## src/rtl/gate_pkg.sv

```systemverilog
// Op codes and evaluation helpers for the registered logic unit.
// Shared by the top-level eval logic and any reference models.
package gate_pkg;
  localparam int OP_W = 3;

  localparam logic [OP_W-1:0] OP_AND  = 3'b000;
  localparam logic [OP_W-1:0] OP_OR   = 3'b001;
  localparam logic [OP_W-1:0] OP_NAND = 3'b010;
  localparam logic [OP_W-1:0] OP_NOR  = 3'b011;
  localparam logic [OP_W-1:0] OP_XOR  = 3'b100;
  localparam logic [OP_W-1:0] OP_XNOR = 3'b101;
  localparam logic [OP_W-1:0] OP_NOT  = 3'b110;
  localparam logic [OP_W-1:0] OP_PASS = 3'b111;

  typedef struct packed {
    logic y;
    logic err;
  } red_t;

  function automatic logic gate_bit(
    input logic [OP_W-1:0] op,
    input logic            a,
    input logic            b
  );
    logic r;
    r = 1'b0;
    unique case (op)
      OP_AND:  r = a & b;
      OP_OR:   r = a | b;
      OP_NAND: r = ~(a & b);
      OP_NOR:  r = ~(a | b);
      OP_XOR:  r = a ^ b;
      OP_XNOR: r = ~(a ^ b);
      OP_NOT:  r = ~a;
      OP_PASS: r = a;
    endcase
    return r;
  endfunction

  // NOT/PASS have no reduction meaning: flag them, force y low.
  function automatic red_t reduce_eval(
    input logic [OP_W-1:0] op,
    input logic            r_and,
    input logic            r_or,
    input logic            r_xor
  );
    red_t r;
    r = '0;
    unique case (op)
      OP_AND:  r.y = r_and;
      OP_OR:   r.y = r_or;
      OP_NAND: r.y = ~r_and;
      OP_NOR:  r.y = ~r_or;
      OP_XOR:  r.y = r_xor;
      OP_XNOR: r.y = ~r_xor;
      OP_NOT:  r.err = 1'b1;
      OP_PASS: r.err = 1'b1;
    endcase
    return r;
  endfunction
endpackage

```

## src/rtl/gate_pipe_skid.sv

```systemverilog
// Valid/ready output register backed by a 1-entry skid buffer.
// in_ready is a flop, so out_ready never reaches it combinationally.
module gate_pipe_skid #(
  parameter int W = 9
) (
  input  logic         clk,
  input  logic         rst,
  input  logic         in_valid,
  output logic         in_ready,
  input  logic [W-1:0] in_data,
  output logic         out_valid,
  input  logic         out_ready,
  output logic [W-1:0] out_data
);
  logic         out_valid_q, out_valid_d;
  logic [W-1:0] out_data_q, out_data_d;
  logic         skid_valid_q, skid_valid_d;
  logic [W-1:0] skid_data_q, skid_data_d;
  logic         accept;

  assign in_ready  = ~skid_valid_q;
  assign out_valid = out_valid_q;
  assign out_data  = out_data_q;
  assign accept    = in_valid & in_ready;

  always_comb begin
    out_valid_d  = out_valid_q;
    out_data_d   = out_data_q;
    skid_valid_d = skid_valid_q;
    skid_data_d  = skid_data_q;
    if (!out_valid_q || out_ready) begin
      // Skid and accept are exclusive: accept needs skid empty.
      if (skid_valid_q) begin
        out_valid_d  = 1'b1;
        out_data_d   = skid_data_q;
        skid_valid_d = 1'b0;
      end else if (accept) begin
        out_valid_d = 1'b1;
        out_data_d  = in_data;
      end else begin
        out_valid_d = 1'b0;
      end
    end else if (accept) begin
      skid_valid_d = 1'b1;
      skid_data_d  = in_data;
    end
  end

  always_ff @(posedge clk) begin
    if (rst) begin
      out_valid_q  <= 1'b0;
      out_data_q   <= '0;
      skid_valid_q <= 1'b0;
      skid_data_q  <= '0;
    end else begin
      out_valid_q  <= out_valid_d;
      out_data_q   <= out_data_d;
      skid_valid_q <= skid_valid_d;
      skid_data_q  <= skid_data_d;
    end
  end
endmodule

```

## src/rtl/logic_gate_pipe.sv

```systemverilog
// WIDTH-bit bitwise/reduction logic unit, one-cycle registered,
// valid/ready on both sides, with a saturating accept counter.
module logic_gate_pipe
  import gate_pkg::*;
#(
  parameter int WIDTH   = 8,
  parameter int COUNT_W = 16
) (
  input  logic               clk,
  input  logic               rst,
  input  logic               in_valid,
  output logic               in_ready,
  input  logic [WIDTH-1:0]   in_a,
  input  logic [WIDTH-1:0]   in_b,
  input  logic [OP_W-1:0]    in_op,
  input  logic               in_reduce,
  output logic               out_valid,
  input  logic               out_ready,
  output logic [WIDTH-1:0]   out_y,
  output logic               out_err,
  input  logic               cnt_clr,
  output logic [COUNT_W-1:0] op_count
);
  logic [WIDTH-1:0]   y_d;
  logic               err_d;
  logic [WIDTH:0]     res_out;
  red_t               red;
  logic               accept;
  logic [COUNT_W-1:0] cnt_q, cnt_d;

  always_comb begin
    y_d   = '0;
    err_d = 1'b0;
    red   = reduce_eval(in_op, &in_a, |in_a, ^in_a);
    if (in_reduce) begin
      y_d[0] = red.y;
      err_d  = red.err;
    end else begin
      for (int i = 0; i < WIDTH; i++)
        y_d[i] = gate_bit(in_op, in_a[i], in_b[i]);
    end
  end

  gate_pipe_skid #(.W(WIDTH + 1)) u_skid (
    .clk       (clk),
    .rst       (rst),
    .in_valid  (in_valid),
    .in_ready  (in_ready),
    .in_data   ({err_d, y_d}),
    .out_valid (out_valid),
    .out_ready (out_ready),
    .out_data  (res_out)
  );

  assign out_y    = res_out[WIDTH-1:0];
  assign out_err  = res_out[WIDTH];
  assign accept   = in_valid & in_ready;
  assign op_count = cnt_q;

  always_comb begin
    cnt_d = cnt_q;
    if (cnt_clr)
      cnt_d = accept ? COUNT_W'(1) : '0;
    else if (accept && cnt_q != {COUNT_W{1'b1}})
      cnt_d = cnt_q + 1'b1;
  end

  always_ff @(posedge clk) begin
    if (rst) cnt_q <= '0;
    else     cnt_q <= cnt_d;
  end
endmodule
```

## config.mk

```make
export PLATFORM = sky130hd
export DESIGN_NAME = logic_gate_pipe
export DESIGN_NICKNAME = d
export VERILOG_FILES = /design/src/rtl/gate_pkg.sv /design/src/rtl/gate_pipe_skid.sv /design/src/rtl/logic_gate_pipe.sv
export SDC_FILE = /design/constraint.sdc
export NUM_CORES = 1
export LEC_CHECK = 0
export ABC_AREA = 1
export BUFFER_PORTS_ARGS = -buffer_cell sky130_fd_sc_hd__buf_2
export CORE_UTILIZATION = 35
export CTS_BUF_LIST = sky130_fd_sc_hd__clkbuf_8
export CTS_CLUSTER_DIAMETER = 200
export DETAILED_ROUTE_END_ITERATION = 10
export HOLD_SLACK_MARGIN = 0.1
export PLACE_DENSITY = 0.65
export SYNTH_ARGS = -nofsm -noshare
export SYNTH_HDL_FRONTEND = slang
export SYNTH_HIERARCHICAL = 1
export SYNTH_SLANG_ARGS = --single-unit
export TNS_END_PERCENT = 30
```

## constraint.sdc

```tcl
create_clock -name clk -period 2.7 [get_ports clk]
set_input_delay 0.135 -clock clk [delete_from_list [all_inputs] [get_ports clk]]
set_output_delay 0.135 -clock clk [all_outputs]
set_load 0.03 [all_outputs]
```

Word-level counts from Yosys, hierarchy flattened. Index checks and enable logic that the tools add are counted. Widths: inputs -> output; s select.

$add $sub $neg: 1. Equality and inequality tests: 8. Muxes and demuxes: 20. Bitwise logic cells: 62. Reduce and logical (&&, ||, !) cells: 13.

Operator list (number): $pmux 1 s8 (8); $not 1->1 (37); $mux 16 (2); $mux 9 (2); $add 16x1->16 const B (1); $ne 16x16->1 const B (1); $eq 3x3->1 const B (4); $and 1x1->1 (9); $or 1x1->1 (8); $reduce_and 8->1 (1); $reduce_or 8->1 (1); $reduce_xor 8->1 (1); $xor 1x1->1 (8); $mux 7 (1); $eq 3x2->1 const B (2); $mux 1 (6); $pmux 1 s6 (1); $reduce_and 2->1 (2); $reduce_bool 2->1 (2); $reduce_or 2->1 (2); $eq 3x1->1 const B (1); $logic_not 3->1 (1); $logic_and 1x1->1 (1); $logic_not 1->1 (1); $logic_or 1x1->1 (1).

Bits in registers: 36. Bits of input ports: 25. Output and inout port bits: 27. Word-level logic and storage cells: 109.

Depth between registers and ports, before layout.
Word-level depth: 6. Depth in mapped cells: 17. Gate-level depth less buffers: 17.

Cells and area by module. The synthesis kept the hierarchy.

By module, submodules not included: logic_gate_pipe (times used 1, cells each 351, area each 2000.7 µm², seq. area each 320.3 µm²); gate_pipe_skid (times used 1, cells each 147, area each 982.2 µm², seq. area each 400.4 µm²).

Worst setup path after synthesis. OpenSTA, ideal clock, no wires.

Path type: register to register. Start: reg cnt_q[1], in the netlist op_count[1]. End: reg cnt_q[2], in the netlist op_count[2]. Library setup time: 0.070 ns. Arrival: 1.600 ns. Data required time: 2.630 ns. Path slack: 1.029 ns. Stages on the path, launching flop included: 9. Path buffers: 1. Period minus slack after synthesis: 1.671 ns. Cells stage by stage: dfxtp_1 ha_1 nand2_2 nor2_4 nand2_2 o21ai_2 buf_6 nand3_1 a21oi_1.

Word-level cells in the longest chain between the ends: 3. Elaborated cells between the ends (all ways): 6. Those cells by class: 1 x add/sub; 1 x eq/ne; 2 x mux; 2 x reduce/logical.

RTL lines: start, declared (RTL line logic_gate_pipe.sv:29) `logic [COUNT_W-1:0] cnt_q, cnt_d;`; start signal, assigned (RTL line logic_gate_pipe.sv:70) `else cnt_q <= cnt_d;`; $add 16x1->16 / $ne 16x16->1 (equally long branches) (RTL line logic_gate_pipe.sv:65, logic_gate_pipe.sv:64); $mux 16 / $logic_and 1x1->1 (equally long branches) (RTL line logic_gate_pipe.sv:64) `else if (accept && cnt_q != {COUNT_W{1'b1}})`; $mux 16 / $reduce_bool 2->1 (equally long branches).

Parallel ways exist; a longest one is shown, timed or not. The select of a mux whose other input is x is not followed. A chain may end at the register's enable or synchronous reset.

Final worst setup path.
Start: reg cnt_q[1], in the netlist op_count[1]. End: reg cnt_q[3], in the netlist op_count[3].

Same word-level chain as after synthesis.

==> results.sh <==
export IMPL_postCtsSetupBuffers=0
export IMPL_power_leakage_nw=1.65
export IMPL_drt_iter0_drc=176
export IMPL_grt_max_degree=21
export IMPL_placed_area_um2=3290
export IMPL_drive_above_1_share=0.146
export IMPL_ant_nets=0
export IMPL_slew_viol_final=0
export IMPL_area_growth_pct=13.4
export IMPL_final_common_cell="nand2_1"
export IMPL_setup_viol=0
export IMPL_drc=0
export IMPL_cts_tree="yes"
export IMPL_ys_types=28
export IMPL_p_per_area_nw_per_um2=389
export IMPL_gp_congestion=0.865
export IMPL_crit_type="reg2reg"
export IMPL_h_tree_depth=2
export IMPL_cts_root_buffer="clkbuf_8"
export IMPL_worst_ir_drop_vdd_uv=154
export IMPL_die_area_um2=8900
export IMPL_hold_viol=0
export IMPL_hold_class="in2reg"
export IMPL_initial_core_util=0.363
export IMPL_io_pins=52
export IMPL_status="completed"
export IMPL_crit_arrival_ns=2.06
export IMPL_antenna_found_initial=0
export IMPL_r2r_start="op_count[1]$_SDFFE_PP0P_"
export IMPL_fin_crit_ns=1.89
export IMPL_insertion_delay_ns=0.29
export IMPL_ys_seq_area_frac=0.242
export IMPL_grt_ovfl_total=0
export IMPL_rr_endpoint="op_count[3]$_SDFFE_PP0P_"
export IMPL_core_area_um2=8220
export IMPL_cp_startpoint="op_count[1]$_SDFFE_PP0P_"
export IMPL_layout_common_cells="nand2_1 (132), nor2_1 (93), inv_1 (64)"
export IMPL_maxCapViolCount=0
export IMPL_worst_r2r_setup_slack_ns=0.81
export IMPL_cts_resized=0
export IMPL_diodes=0
export IMPL_yosys_top_cells_area="dfxtp_1 (24%), nand2_1 (17%), nor2_1 (12%)"
export IMPL_synth_warnings=6
export IMPL_whs_ns=0.178
export IMPL_cts_inserted_buffers=5
export IMPL_clk_pin_slew_ns=0.07
export IMPL_syn_nets=548
export IMPL_rsz0062_at_grt="false"
export IMPL_required_ns=2.87
export IMPL_ctsHoldBuffers=0
export IMPL_port_buffers=51
export IMPL_worst_pin_slew_ns=0.725
export IMPL_final_net_count=597
export IMPL_syn_inst=498
export IMPL_grt_pass1_vias=2713
export IMPL_clock_skew_final_ns=0.00344
export IMPL_hpwl_mm=5.54
export IMPL_grt_usage=0.173
export IMPL_avgViaCountPerCell=4.71
export IMPL_routed_wl_mm=7.49
export IMPL_period_share=0.699
export IMPL_routedWlPerCell_um=11.5
export IMPL_start_kind="flop"
export IMPL_r2r_cells=8
export IMPL_num_vias=3070
export IMPL_cts_buffer_depth=2
export IMPL_synth_seq_cells=36
export IMPL_synth_top_cell_area_share=0.242
export IMPL_first_pass_iters=4
export IMPL_power_total_mw=1.32
export IMPL_syn_avg_cell_area_um2=5.99
export IMPL_synth_top_cell_by_area="dfxtp_1"
export IMPL_crit_path_end="op_count[3]$_SDFFE_PP0P_"
export IMPL_timing_fmax_mhz=530
export IMPL_cts_sinks=36
export IMPL_final_cell_area_um2=3380
export IMPL_grt_pass1_wl_mm=12.4
export IMPL_synth_area_um2=2980
export IMPL_finalCoreUtilization=0.412
export IMPL_num_rows=33
export IMPL_end_kind="flop"
export IMPL_die_x_um=94.3
export IMPL_die_y_um=94.3
export IMPL_setup_tns_ns=0
export IMPL_n_fill_cell=919
export IMPL_maxSlewHeadroom=0.515
export IMPL_cp_max_fo=11
-- power by group --
part / internal, mW / leakage, nW / total [mW] / switching (mW)
logic: 0.109 / 1.30 / 0.334 / 0.225
registers: 0.554 / 0.294 / 0.567 / 0.0132
clock network: 0.227 / 0.0503 / 0.415 / 0.187
total: 0.890 / 1.65 / 1.32 / 0.426
-- worst max-delay path, cell delays in order, from the launching register on --
cell and delay [ns]:
dfxtp_1 0.39, ha_1 0.22, nand2_2 0.09, nor2_4 0.13
nand2_2 0.09, o21ai_2 0.43, nand2_2 0.24, nand2_1 0.12
a21oi_1 0.06
-- synth_stat cells --
cell type and n:
a21oi_1 19, buf_2 2, buf_6 4, buf_8 1
clkbuf_1 2, clkbuf_8 1, clkinv_1 4, dfxtp_1 36
ha_1 25, inv_1 64, inv_2 7, nand2_1 132
nand2_2 5, nand2_4 3, nand3_1 35, nand3b_1 2
nand4_1 3, nor2_1 93, nor2_2 2, nor2_4 3
nor3_1 4, o211ai_1 2, o21ai_0 19, o21ai_1 13
o21ai_2 1, o22ai_1 11, xnor2_1 1, xor2_1 4
-- sequential cells by signal, indices dropped and copies added, names as in the netlist --
signal,cells
u_skid/skid_valid_q,1
u_skid/skid_data_q,9
u_skid/out_data,9
u_skid/out_valid,1
op_count,16
-- through the flow --
step           cells  worst slack [ns]
2_1_floorplan    498              1.03
3_3_place_gp     645             0.902
3_5_place_dp     645             0.838
4_1_cts          652             0.811
5_1_grt          652             0.610
6_report         652             0.811
-- layer usage --
layer	GRT usage	vias to the layer above	wire (µm)
met5	0	-	0
met4	0.0538	0	100
met3	0.0235	8	333
met2	0.280	63	3340
met1	0.237	1346	3720
li1	-	1653	-
-- area by class of cell --
cell class	instances	area, µm²	share of cell area
Inverter	75	282	0.0832
Timing Repair Buffer	52	263	0.0777
Multi-Input combinational cell	377	1890	0.559
Tap cell	105	131	0.0388
Clock buffer	7	96.3	0.0285
Sequential cell	36	721	0.213
-- how the worst min path moves through the flow --
stage | from | endpoint | slack [ns] | depth (start not counted)
global route | rst | op_count[6]$_SDFFE_PP0P_ | 0.19 | 2
detailed placement | u_skid/skid_data_q[8]$_SDFFE_PP0P_ | u_skid/skid_data_q[8]$_SDFFE_PP0P_ | 0.47 | 2
floorplan | rst | u_skid/out_valid$_SDFFE_PP0P_ | 0.25 | 1
CTS | rst | op_count[7]$_SDFFE_PP0P_ | 0.17 | 2
finish | rst | op_count[6]$_SDFFE_PP0P_ | 0.18 | 2
global placement | u_skid/skid_data_q[5]$_SDFFE_PP0P_ | u_skid/skid_data_q[5]$_SDFFE_PP0P_ | 0.46 | 2
-- logic make-up (layout without fill, tap and decap cells) --
| logic type | after synthesis | count (layout) | synth area share |
|---|---|---|---|
| buf+inv | 85 | 134 | 0.125 |
| fa+ha+maj | 25 | 25 | 0.105 |
| compound gates | 65 | 65 | 0.117 |
| simple gates | 282 | 282 | 0.397 |
| xor+xnor | 5 | 5 | 0.0147 |
| flops | 36 | 36 | 0.242 |
Power figures use the tool's default switching activity.
